==> config.mk <==
export PLATFORM = sky130hd
export DESIGN_NAME = muldiv_unit
export DESIGN_NICKNAME = d
export VERILOG_FILES = /design/src/rtl/muldiv_pkg.sv /design/src/rtl/muldiv_step.sv /design/src/rtl/muldiv_unit.sv
export SDC_FILE = /design/constraint.sdc
export NUM_CORES = 1
export LEC_CHECK = 0
export CAP_MARGIN = 40
export CORE_MARGIN = 2
export CORE_UTILIZATION = 40
export DETAILED_ROUTE_END_ITERATION = 8
export PLACE_DENSITY_LB_ADDON = 0.3
export SYNTH_ARGS = -nofsm -noshare
export SYNTH_HDL_FRONTEND = slang
export SYNTH_SLANG_ARGS = --single-unit
==> constraint.sdc <==
create_clock -name clk -period 5.9 [get_ports clk]
set_input_delay 1.18 -clock clk [delete_from_list [all_inputs] [get_ports clk]]
set_output_delay 1.18 -clock clk [all_outputs]
set_load 0.01 [all_outputs]
==> src/rtl/muldiv_pkg.sv <==
// Shared types for the iterative multiply/divide unit: operation codes,
// FSM states and the default operand width.
package muldiv_pkg;

   localparam int DEFAULT_WIDTH = 32;

   typedef enum logic [2:0] {
      MULT  = 3'b000,
      MULTU = 3'b001,
      DIV   = 3'b010,
      DIVU  = 3'b011,
      MTHI  = 3'b100,
      MTLO  = 3'b101
   } op_e;

   typedef enum logic [1:0] {
      IDLE = 2'b00,
      RUN  = 2'b01,
      FIX  = 2'b10
   } state_e;

   function automatic logic op_valid(input logic [2:0] code);
      return code <= 3'd5;
   endfunction

endpackage

==> src/rtl/muldiv_step.sv <==
// One iteration of the multiply/divide datapath: shift-add multiply when
// mode_i=0, restoring divide when mode_i=1. {acc,q} is the working pair.
module muldiv_step
   import muldiv_pkg::*;
#(
   parameter int WIDTH = DEFAULT_WIDTH
) (
   input  logic             mode_i,
   input  logic [WIDTH-1:0] acc_i,
   input  logic [WIDTH-1:0] q_i,
   input  logic [WIDTH-1:0] b_i,
   output logic [WIDTH-1:0] acc_o,
   output logic [WIDTH-1:0] q_o
);

   logic [WIDTH:0] sum;
   logic [WIDTH:0] shifted;
   logic [WIDTH:0] diff;

   always_comb begin
      sum     = {1'b0, acc_i} + {1'b0, b_i};
      shifted = {acc_i, q_i[WIDTH-1]};
      diff    = shifted - {1'b0, b_i};
      if (!mode_i) begin
         // Product shifts right out of the sum; the carry becomes acc's new MSB.
         if (q_i[0]) begin
            acc_o = sum[WIDTH:1];
            q_o   = {sum[0], q_i[WIDTH-1:1]};
         end else begin
            acc_o = {1'b0, acc_i[WIDTH-1:1]};
            q_o   = {acc_i[0], q_i[WIDTH-1:1]};
         end
      end else if (shifted >= {1'b0, b_i}) begin
         acc_o = diff[WIDTH-1:0];
         q_o   = {q_i[WIDTH-2:0], 1'b1};
      end else begin
         acc_o = shifted[WIDTH-1:0];
         q_o   = {q_i[WIDTH-2:0], 1'b0};
      end
   end

endmodule

==> src/rtl/muldiv_unit.sv <==
// Iterative MIPS-style HI/LO multiply/divide unit: WIDTH iterations on operand
// magnitudes in RUN, then sign correction and HI/LO write-back in FIX.
module muldiv_unit
   import muldiv_pkg::*;
#(
   parameter int WIDTH = DEFAULT_WIDTH
) (
   input  logic             clk,
   input  logic             rst_n,
   input  logic             start,
   input  logic [2:0]       op,
   input  logic [WIDTH-1:0] rs,
   input  logic [WIDTH-1:0] rt,
   input  logic             flush,
   output logic             busy,
   output logic             done,
   output logic [WIDTH-1:0] hi,
   output logic [WIDTH-1:0] lo
);

   localparam int CNT_W = $clog2(WIDTH);

   state_e             state_q, state_d;
   logic [CNT_W-1:0]   cnt_q, cnt_d;
   logic [WIDTH-1:0]   acc_q, acc_d, q_q, q_d, b_q, b_d;
   logic [WIDTH-1:0]   hi_q, hi_d, lo_q, lo_d;
   logic               is_div_q, is_div_d, neg_q, neg_d, rem_neg_q, rem_neg_d;
   logic               done_q, done_d;

   logic               accept, signed_op, rs_neg, rt_neg;
   logic [WIDTH-1:0]   rs_mag, rt_mag, step_acc, step_q, quot_fix, rem_fix;
   logic [2*WIDTH-1:0] prod_raw, prod_fix;

   assign accept    = start && (state_q == IDLE) && !flush && op_valid(op);
   assign signed_op = (op == MULT) || (op == DIV);
   assign rs_neg    = signed_op && rs[WIDTH-1];
   assign rt_neg    = signed_op && rt[WIDTH-1];
   assign rs_mag    = rs_neg ? -rs : rs;
   assign rt_mag    = rt_neg ? -rt : rt;

   assign prod_raw  = {acc_q, q_q};
   assign prod_fix  = neg_q ? -prod_raw : prod_raw;
   assign quot_fix  = neg_q ? -q_q : q_q;
   assign rem_fix   = rem_neg_q ? -acc_q : acc_q;

   muldiv_step #(.WIDTH(WIDTH)) u_step (
      .mode_i (is_div_q),
      .acc_i  (acc_q),
      .q_i    (q_q),
      .b_i    (b_q),
      .acc_o  (step_acc),
      .q_o    (step_q)
   );

   always_comb begin
      // NOTE: every _d gets its hold value first so no path can infer a latch.
      state_d   = state_q;
      cnt_d     = cnt_q;
      acc_d     = acc_q;
      q_d       = q_q;
      b_d       = b_q;
      hi_d      = hi_q;
      lo_d      = lo_q;
      is_div_d  = is_div_q;
      neg_d     = neg_q;
      rem_neg_d = rem_neg_q;
      done_d    = 1'b0;
      case (state_q)
         IDLE: begin
            if (accept) begin
               case (op_e'(op))
                  MTHI:    hi_d = rs;
                  MTLO:    lo_d = rs;
                  default: begin
                     state_d   = RUN;
                     cnt_d     = '0;
                     acc_d     = '0;
                     q_d       = rs_mag;
                     b_d       = rt_mag;
                     is_div_d  = op[1];
                     // A zero divisor keeps an all-ones quotient regardless of sign.
                     neg_d     = (rs_neg ^ rt_neg) && !(op[1] && (rt == '0));
                     rem_neg_d = rs_neg;
                  end
               endcase
            end
         end
         RUN: begin
            if (flush) begin
               state_d = IDLE;
               cnt_d   = '0;
            end else begin
               acc_d = step_acc;
               q_d   = step_q;
               cnt_d = cnt_q + 1'b1;
               if (cnt_q == CNT_W'(WIDTH - 1)) begin
                  state_d = FIX;
                  cnt_d   = '0;
               end
            end
         end
         FIX: begin
            state_d = IDLE;
            if (!flush) begin
               done_d = 1'b1;
               if (is_div_q) begin
                  lo_d = quot_fix;
                  hi_d = rem_fix;
               end else begin
                  {hi_d, lo_d} = prod_fix;
               end
            end
         end
         default: state_d = IDLE;
      endcase
   end

   always_ff @(posedge clk or negedge rst_n) begin
      if (!rst_n) begin
         state_q   <= IDLE;
         cnt_q     <= '0;
         acc_q     <= '0;
         q_q       <= '0;
         b_q       <= '0;
         hi_q      <= '0;
         lo_q      <= '0;
         is_div_q  <= 1'b0;
         neg_q     <= 1'b0;
         rem_neg_q <= 1'b0;
         done_q    <= 1'b0;
      end else begin
         // NOTE: non-blocking so every register samples pre-edge values.
         state_q   <= state_d;
         cnt_q     <= cnt_d;
         acc_q     <= acc_d;
         q_q       <= q_d;
         b_q       <= b_d;
         hi_q      <= hi_d;
         lo_q      <= lo_d;
         is_div_q  <= is_div_d;
         neg_q     <= neg_d;
         rem_neg_q <= rem_neg_d;
         done_q    <= done_d;
      end
   end

   assign busy = (state_q != IDLE);
   assign done = done_q;
   assign hi   = hi_q;
   assign lo   = lo_q;

endmodule

==> results of run 1 <==
logic make-up (layout without fill, tap and decap cells):
logic type               Yosys count  after routing  synth area share, %
XOR/XNOR                         162            162                 9.40
multiplexers                      55             55                 3.78
AO/OA/AOI/OAI                    666            666                 27.8
AND/OR/NAND/NOR                  643            643                 20.0
flip-flops                       171            171                 28.3
adder cells (fa/ha/maj)           72             72                 6.07
buffers and inverters            185            255                 4.63
cells in the mapped netlist, types with 16 or more instances:
| cell type | n |
|---|---|
| ha_1 | 70 |
| or3_1 | 21 |
| nor4_1 | 16 |
| a21o_1 | 58 |
| inv_1 | 61 |
| xnor2_1 | 82 |
| o21ai_1 | 70 |
| xor2_1 | 80 |
| nand3_1 | 67 |
| dfrtp_1 | 171 |
| mux2i_1 | 39 |
| nand2_1 | 223 |
| nor2b_1 | 18 |
| nand2b_1 | 18 |
| o31ai_1 | 38 |
| clkbuf_1 | 105 |
| nor3_1 | 37 |
| o211ai_1 | 17 |
| a21oi_1 | 137 |
| nor2_1 | 164 |
| a31oi_1 | 30 |
| o21ai_0 | 150 |
| a211oi_1 | 38 |
metrics by stage:
| stage | power, W | util, % | area (sq um) | hold slack [ps] |
|---|---|---|---|---|
| floorplan | 0.00526 | - | 15100 | 465 |
| global placement | 0.00674 | 45.0 | 16800 | 461 |
| detailed placement | 0.00682 | 45.1 | 16900 | 466 |
| CTS | 0.00798 | 46.6 | 17400 | 482 |
| global route | 0.00863 | 46.6 | 17400 | 502 |
| finish | 0.00807 | 46.6 | 17400 | 475 |
worst max-delay path: stages:
cell             delay (ps)
clkdlybuf4s50_1         460
or4_1                   620
nor4_2                  340
and3_1                  330
nand3_1                 180
or3_1                   380
o41ai_1                 800
nand3_1                 140
o21ai_1                 120
cell type report:
type	count	area (sq um)	area share [%]
clock buffer	18	439	2.52
clock inverter	14	124	0.710
inverter	62	233	1.33
multi-input combinational	1598	10200	58.3
sequential	171	4280	24.6
tap	511	639	3.67
timing repair buffer	161	1560	8.95
layer usage:
metal / vias to the layer above / GRT usage (%)
li1: 7229 / -
met1: 7175 / 35.9
met2: 663 / 44.6
met3: 98 / 4.17
met4: 0 / 10.5
met5: - / 0
sequential cells by signal, summed over array words and instances (netlist names):
register / flops
lo: 32
done: 1
state_q: 2
hi: 32
cnt_q: 5
rem_neg_q: 1
is_div_q: 1
b_q: 32
q_q: 32
acc_q: 32
neg_q: 1
worst paths after layout:
kind,slack (ps),endpoint,cells past startpoint,start
worst min-delay path,470,lo[9]$_DFFE_PN0P_,1,lo[9]$_DFFE_PN0P_
worst max register to register,2080,acc_q[3]$_DFFE_PN0P_,11,acc_q[6]$_DFFE_PN0P_
worst max-delay path,1730,b_q[31]$_DFFE_PN0P_,9,rt[8]
worst min register to register,470,lo[9]$_DFFE_PN0P_,1,lo[9]$_DFFE_PN0P_
max in group asynchronous,3920,b_q[19]$_DFFE_PN0P_,2,rst_n
min in group asynchronous,740,lo[3]$_DFFE_PN0P_,1,rst_n
where the power goes:
group | total (W) | switching [W] | internal [W]
clock | 0.00114 | 0.000570 | 0.000568
combinational | 0.00480 | 0.00281 | 0.00199
sequential | 0.00213 | 0.000628 | 0.00150
total | 0.00807 | 0.00401 | 0.00406
==> run summary, run 1 <==
critical path class: in2reg
CTS max path bufs: 2
VDD IR-drop max: 0.232 mV
DP HPWL: 39.9 mm
Die Wd: 198 um
pwr/cell area: 463 nW/um^2
drt wl/cell: 20.8 um
1st-iter DRT viols: 1246
Min-Delay Path Class: reg2reg
# IOs: 137
Core Footprint: 37400 sq um
synth top area cells: dfrtp_1 (28%), ha_1 (5.8%), nand2_1 (5.5%)
via count: 15200
Worst-Margin Slew: 969 ps
gr usage total: 27.2%
Final min period: 4170 ps
share of cells above drive strength 1: 4.99%
Top Layer Used: met4
post-CTS resize count: 0
syn avg cell area: 7.73 sq um
post-CTS setup buffers: 0
H-tree depth: 4
DR WL met3: 4.13 mm
Max Fclk: 240 MHz
CTS Hold Bufs: 0
clock buffer count from CTS: 17
setup_tns: 0 ps
most frequent cells in the layout: nand2_1 (222), dfrtp_1 (170), nor2_1 (161), o21ai_0 (150), a21oi_1 (137)
Async SR Flop Fraction: 100%
placement row count: 71
Seq cells post-synth: 171
CTS tree: yes
Seq/Total Area, Yosys: 28.3%
unrepaired setup endpoints after global routing: false
WL met1: 22.7 mm
Max-Cap Viols: 0
antenna violations before repair: 0
Gate Count Post-Synth: 1954
setup violators final: 0
first-pass GRT wire length: 82.6 mm
Root Buffer: clkbuf_16
GPL Wtd Cong: 0.959
commonest register cell after synthesis: dfrtp_1
Die ar.: 39300 sq um
Diodes inserted: 0
Distinct cells, synth: 82
CP Launch Type: input pin
critical path endpoint category: flop
Die Y: 198 um
Final Cycle Share: 70.7%
number of flops mapped to enable cells by yosys: 0
DR vias/cell: 5.98
Pleak: 7.32 nW
input/output buffers: 136
clock sinks: 171
commonest non-fill, non-tap cell in the layout: nand2_1
worst skew pair latency: 460 ps
Final nets: 2154
initial core utilization: 40.4%
final worst slack: 1730 ps
GRT Residual Overflow: 0
fillers: 3735
area of the mapped netlist: 15100 sq um
Worst slew margin: 34.5%
antenna-violating nets left: 0
dpl cells: 2503
Critical Path RT: 6280 ps
final non-filler cell total: 2535
WL met2: 24.2 mm
Final Hold Fails: 0
Crit Path Max Fanout: 5
largest net degree at the start of global routing: 73
YS warnings: 0
status: finished, final reports clean
crit path DAT: 4560 ps
DRC: 0
area grow syn2layout: 15.5%
Clock transition at path regs: 70 ps
Slew Limit Fails: 0
post-synth top area share: 28.3%
Synth Net Count: 2097
drt first pass iters: 8
Worst Skew: 15.2 ps
routed wire length: 52.8 mm
post-place setup slack: 1320 ps
Synth area leader: dfrtp_1
vias in the first global route: 14400
Power figures use the tool's default switching activity.
==> run 2: changes to the inputs <==
==> constraint.sdc (replaced) <==
create_clock -name clk -period 4.3 [get_ports clk]
set_input_delay 0.86 -clock clk [delete_from_list [all_inputs] [get_ports clk]]
set_output_delay 0.86 -clock clk [all_outputs]
set_load 0.01 [all_outputs]
==> run 2 against run 1 <==
Combinational power is 46% higher. Setup slack lost 1200 ps. Die area stayed put. Worst hold slack lost 290 ps. Clock power is 54% higher. Cell count is 1.6% higher. Sequential cell count is the same. Sequential power increased by 26%. Utilization increased by 1.1 points. Non-clock buffer count rose by 40. Register-to-register slack got worse by 1500 ps. Power up 42%. Critical path type is now reg2reg. Critical endpoint is now acc_q[25]$_DFFE_PN0P_. Largest cell class unchanged.
==> run summary, run 2 (same netlist as run 1, synthesis figures left out) <==
status: finished, final reports clean
GRT Residual Overflow: 0 (unchanged)
Slew Limit Fails: 0 (unchanged)
DP HPWL: 42.5 mm (+6.5%)
gr usage total: 28.6% (+1.4 points)
Worst-Margin Slew: 800 ps (-170 ps)
Final Hold Fails: 0 (unchanged)
CP Launch Type: flop
commonest non-fill, non-tap cell in the layout: nand2_1
GPL Wtd Cong: 0.953 (-0.62%)
crit path DAT: 4130 ps (-430 ps)
Sequential cell area: 4280 sq um (unchanged)
Max Fclk: 268 MHz
Final nets: 2194 (+1.9%)
delay-heaviest family, CP: compound AO/OA/AOI/OAI gates
post-CTS setup buffers: 0 (unchanged)
Die ar.: 39300 sq um (unchanged)
Pleak: 7.58 nW (+3.5%)
Comb pwr share: 61.3% (+1.8 points)
Diodes inserted: 0 (unchanged)
pwr/cell area: 643 nW/um^2 (+39%)
Die Wd: 198 um (unchanged)
Core Footprint: 37400 sq um (unchanged)
critical path class: reg2reg
Clock transition at path regs: 80 ps (about the same)
Die Y: 198 um (unchanged)
hold slack: 189 ps (-286 ps)
setup_tns: 0 ps (unchanged)
routed wire length: 55.7 mm (+5.5%)
fillers: 3719 (-0.43%)
antenna-violating nets left: 0 (unchanged)
CTS tree: yes
worst path cell trace: ha_1, inv_1, fa_1, nand2b_1, a21oi_1, o211ai_1, a21oi_1, a2111oi_0, buf_4, o21ai_1, mux2_1, a2111oi_0, buf_4, a221o_1
placement row count: 71 (unchanged)
Worst Skew: 16.4 ps (+1.23 ps)
Crit Path Max Fanout: 8 (+3)
slack of the worst reg-to-reg path: 570 ps (-1510 ps)
initial core utilization: 40.4% (unchanged)
area grow syn2layout: 18.2%
antenna violations before repair: 0 (unchanged)
P_int: 0.00597 W (+47%)
Post-Layout Inst Area: 17800 sq um (+2.3%)
Buf/Inv on CP: 3 (+2)
Reg power frac: 23.4% (-3.0 points)
DRC: 0 (unchanged)
Root Buffer: clkbuf_16
unrepaired setup endpoints after global routing: false
largest net degree at the start of global routing: 89 (+22%)
critical path endpoint category: flop
drt wl/cell: 21.6 um (+3.9%)
first-pass GRT wire length: 85.9 mm (+4.0%)
H-tree depth: 4 (unchanged)
vias in the first global route: 14700 (+1.9%)
drt first pass iters: 7 (-1)
share of cells above drive strength 1: 6.64% (+1.6 points)
# IOs: 137 (unchanged)
slowest cell delay on critical path: 540 ps (-260 ps)
area post-placement: 17200 sq um (+1.9%)
Final min period: 3730 ps
Final Power: 0.0115 W (+42%)
Min-Delay Path Class: in2async
post-CTS resize count: 0 (unchanged)
VDD IR-drop max: 0.324 mV (+40%)
post-place setup slack: 604 ps (-715 ps)
Multi-input gate area: 10200 sq um (about the same)
CTS Hold Bufs: 0 (unchanged)
worst skew pair latency: 470 ps (about the same)
setup violators final: 0 (unchanged)
Clk pwr share: 15.3% (+1.2 points)
Worst slew margin: 45.3% (+11 points)
1st-iter DRT viols: 1386 (+11%)
Max-Cap Viols: 0 (unchanged)
critical path's slowest cell: dfrtp_1
final worst slack: 565 ps (-1160 ps)
Final Cycle Share: 86.9%
DR vias/cell: 6.04 (+0.93%)
Critical Path RT: 4700 ps (-1580 ps)
clock buffer count from CTS: 17 (unchanged)
CTS max path bufs: 2 (unchanged)
clock sinks: 171 (unchanged)
sw frac: 47.9% (-1.7 points)
via count: 15500 (+2.5%)
input/output buffers: 136 (unchanged)
most frequent cells in the layout: nand2_1 (222), dfrtp_1 (170), nor2_1 (162), o21ai_0 (150), a21oi_1 (137)
P_sw: 0.00550 W (+37%)
-- run 2: cell types whose count changed in the layout (fill, tap and decap cells not counted) --
| cell | before | now |
|---|---|---|
| buf_4 | 22 | 61 |
| inv_6 | 8 | 2 |
| bufinv_16 | 0 | 4 |
| clkbuf_1 | 0 | 3 |
| buf_12 | 0 | 2 |
| buf_8 | 2 | 0 |
| clkbuf_8 | 1 | 3 |
| clkinvlp_4 | 3 | 1 |
| inv_8 | 2 | 0 |
| buf_16 | 0 | 1 |
| clkinv_2 | 0 | 1 |
| nor2_1 | 161 | 162 |
| nor2_2 | 3 | 2 |
-- run 2: per-stage QoR --
| step | cells | util (%) |
|---|---|---|
| 6_report | 2575 | 47.7 |
| 4_1_cts | 2575 | 47.7 |
| 5_1_grt | 2575 | 47.7 |
| 3_5_place_dp | 2543 | 46.0 |
| 2_1_floorplan | 1954 | - |
| 3_3_place_gp | 2540 | 45.9 |
-- run 2: worst paths after layout --
check	startpoint	endpoint	cells past startpoint
worst max-delay path	acc_q[0]$_DFFE_PN0P_	acc_q[25]$_DFFE_PN0P_	14
worst min-delay path	rst_n	lo[3]$_DFFE_PN0P_	1
worst max register to register	acc_q[0]$_DFFE_PN0P_	acc_q[25]$_DFFE_PN0P_	14
worst min register to register	hi[8]$_DFFE_PN0P_	hi[8]$_DFFE_PN0P_	2
max in group asynchronous	rst_n	is_div_q$_DFFE_PN0P_	2
min in group clk	hi[8]$_DFFE_PN0P_	hi[8]$_DFFE_PN0P_	2
-- run 2: routing by layer --
layer  wire length, um  GRT usage [%]  vias up
li1                  -              -     7323
met3              4570           3.63      106
met4              1870           11.2        0
met5                 0              0        -
met1             23200           37.8     7407
met2             26000           47.4      712
-- run 2: worst reg2reg max path, stage by stage, from the launching register on --
cell and delay [ps]:
dfrtp_1 540, ha_1 260, inv_1 70, fa_1 390
nand2b_1 180, a21oi_1 420, o211ai_1 250, a21oi_1 170
a2111oi_0 90, buf_4 160, o21ai_1 140, mux2_1 340
a2111oi_0 400, buf_4 170, a221o_1 100
-- run 2: power groups by stage --
stage               Combinational [W]  Clock, W  Sequential, W
finish                        0.00703   0.00176        0.00268
global route                  0.00767   0.00182        0.00275
CTS                           0.00692   0.00178        0.00267
detailed placement            0.00687         0        0.00270
global placement              0.00681         0        0.00268
floorplan                     0.00464         0        0.00258
-- run 2: layout make-up --
| class | instances | share of cell area (%) |
|---|---|---|
| clock buffers | 23 | 2.68 |
| clock inverters | 9 | 0.891 |
| inverters | 62 | 1.30 |
| multi-input cells | 1598 | 56.9 |
| flip-flops and latches | 171 | 24.0 |
| well taps | 511 | 3.58 |
| repair buffers | 201 | 10.6 |
==> run 3: changes to the inputs <==
--- a/config.mk
+++ b/config.mk
@@ -6,9 +6,10 @@
 export NUM_CORES = 1
 export LEC_CHECK = 0
 export CAP_MARGIN = 40
-export CORE_MARGIN = 2
+export CORE_MARGIN = 5
 export CORE_UTILIZATION = 40
 export DETAILED_ROUTE_END_ITERATION = 8
+export HOLD_SLACK_MARGIN = 0.05
 export PLACE_DENSITY_LB_ADDON = 0.3
 export SYNTH_ARGS = -nofsm -noshare
 export SYNTH_HDL_FRONTEND = slang
==> run 3 against run 2 <==
Sequential cell count stayed put. Maximum frequency is 4.2% higher. Cell count is 0.19% lower. Count of clock-buffer cells in the layout is 6 lower. Clock skew is 5.1 ps lower. Largest power group unchanged. Highest routed layer unchanged.
==> run summary, run 3 (same netlist as run 1, synthesis figures left out) <==
status: finished, final reports clean
largest net degree at the start of global routing: 78 (-12%)
Die Wd: 204 um (+3.0%)
Final min period: 3590 ps (-149 ps)
Slew Limit Fails: 0 (unchanged)
input/output buffers: 136 (unchanged)
antenna-violating nets left: 0 (unchanged)
post-CTS resize count: 0 (unchanged)
Crit Path Max Fanout: 20 (+12)
Final nets: 2189 (-0.23%)
drt wl/cell: 21.0 um (-2.9%)
Min-Delay Path Class: in2async
DRC: 0 (unchanged)
Final Cycle Share: 83.4% (-3.5 points)
1st-iter DRT viols: 1247 (-10%)
critical path's slowest cell: dfrtp_1
P_int: 0.00575 W (-3.7%)
clock sinks: 171 (unchanged)
Final Hold Fails: 0 (unchanged)
via count: 15400 (-1.1%)
VDD IR-drop max: 0.369 mV (+14%)
setup_tns: 0 ps (unchanged)
P_sw: 0.00549 W (-0.22%)
DP HPWL: 41.8 mm (-1.6%)
Pleak: 7.53 nW (-0.64%)
gr usage total: 25.6% (-3.0 points)
GPL Wtd Cong: 0.973 (+2.2%)
DR vias/cell: 5.99 (-0.86%)
critical path class: reg2reg
Worst Skew: 11.4 ps (-5.07 ps)
Worst slew margin: 44.4% (-0.89 points)
unrepaired setup endpoints after global routing: false
clock buffer count from CTS: 17 (unchanged)
commonest non-fill, non-tap cell in the layout: nand2_1
crit path to: acc_q[4]$_DFFE_PN0P_
Reg power frac: 23.8% (+0.4 points)
Root Buffer: clkbuf_16
critical path endpoint category: flop
Core Footprint: 37500 sq um (+0.24%)
setup violators final: 0 (unchanged)
first-pass GRT wire length: 84.6 mm (-1.6%)
Die Y: 204 um (+3.0%)
crit path DAT: 3980 ps (-150 ps)
CTS Hold Bufs: 0 (unchanged)
Die ar.: 41700 sq um (+6.1%)
Final Power: 0.0112 W (-2.1%)
antenna violations before repair: 0 (unchanged)
WP depth: 11 (-3)
delay-heaviest family, CP: simple AND/OR/NAND/NOR gates
post-place setup slack: 557 ps (-47.0 ps)
Max-Cap Viols: 0 (unchanged)
share of cells above drive strength 1: 6.61% (-0.032 points)
CTS max path bufs: 2 (unchanged)
placement row count: 71 (unchanged)
pwr/cell area: 633 nW/um^2 (-1.5%)
RR Endpoint: acc_q[4]$_DFFE_PN0P_
CP Launch Point: acc_q[27]$_DFFE_PN0P_
routed wire length: 54.0 mm (-3.1%)
initial core utilization: 40.3% (-0.096 points)
sw frac: 48.8% (+0.90 points)
worst path cell trace: ha_1, and2_1, nand3_1, nor3b_1, nand2_1, o41ai_1, nand2b_1, nor2_1, buf_4, o311ai_1, a32o_1
drt first pass iters: 5 (-2)
Buf/Inv on CP: 1 (-2)
Diodes inserted: 0 (unchanged)
CP Launch Type: flop
# IOs: 137 (unchanged)
Comb pwr share: 62.0% (+0.7 points)
hold slack: 407 ps (+218 ps)
fillers: 3764 (+1.2%)
GRT Residual Overflow: 0 (unchanged)
R2R depth: 11 (-3)
Clk pwr share: 14.2% (-1.1 points)
slowest cell delay on critical path: 500 ps (-40 ps)
Critical Path RT: 4700 ps (about the same)
CTS tree: yes
final worst slack: 714 ps (+149 ps)
area grow syn2layout: 17.6%
worst skew pair latency: 460 ps (about the same)
r2r startpoint: acc_q[27]$_DFFE_PN0P_
vias in the first global route: 14900 (+1.0%)
slack of the worst reg-to-reg path: 710 ps (+150 ps)
post-CTS setup buffers: 0 (unchanged)
H-tree depth: 4 (unchanged)
Max Fclk: 279 MHz (+4.2%)
Clock transition at path regs: 80 ps (about the same)
Worst-Margin Slew: 813 ps (+13.0 ps)
most frequent cells in the layout: nand2_1 (222), dfrtp_1 (170), nor2_1 (162), o21ai_0 (150), a21oi_1 (137)
-- run 3: metrics by stage --
stage | utilization (%) | cells | instance area, sq um
floorplan | - | 1954 | 15100
global placement | 45.7 | 2535 | 17100
detailed placement | 45.8 | 2538 | 17200
CTS | 47.3 | 2570 | 17700
global route | 47.3 | 2570 | 17700
finish | 47.3 | 2570 | 17700
-- run 3: power groups by stage --
stage                     sequential (W)  combinational [W]  clock [W]
after global routing             0.00273            0.00760    0.00168
final                            0.00267            0.00697    0.00160
after CTS                        0.00265            0.00685    0.00162
after detailed placement         0.00268            0.00681          0
after global placement           0.00269            0.00671          0
after floorplan                  0.00258            0.00464          0
-- run 3: final cells by class --
cell class              count  area [sq um]  area share, %
clock buffers              17           425           2.40
repair buffers            196          1860           10.5
inverters                  62           233           1.31
flip-flops and latches    171          4280           24.1
well taps                 511           639           3.60
clock inverters            15           153          0.860
multi-input cells        1598         10200           57.2
-- run 3: how the worst min path moves through the flow --
stage	start	end	slack (ps)	depth (start not counted)
floorplan	cnt_q[2]$_DFFE_PN0P_	cnt_q[2]$_DFFE_PN0P_	460	1
global placement	lo[11]$_DFFE_PN0P_	lo[11]$_DFFE_PN0P_	460	1
detailed placement	lo[22]$_DFFE_PN0P_	lo[22]$_DFFE_PN0P_	460	1
CTS	rst_n	hi[16]$_DFFE_PN0P_	430	1
global route	rst_n	hi[0]$_DFFE_PN0P_	460	1
finish	rst_n	hi[0]$_DFFE_PN0P_	410	1
-- run 3: layer usage --
metal	share of wire (%)	vias to the layer above	GRT usage (%)	wire length (um)
met1	42	7261	34.3	22800
met2	46	704	41.9	24600
met3	8.7	118	4.13	4720
li1	-	7301	-	-
met4	3.3	0	9.45	1810
met5	0	-	0	0
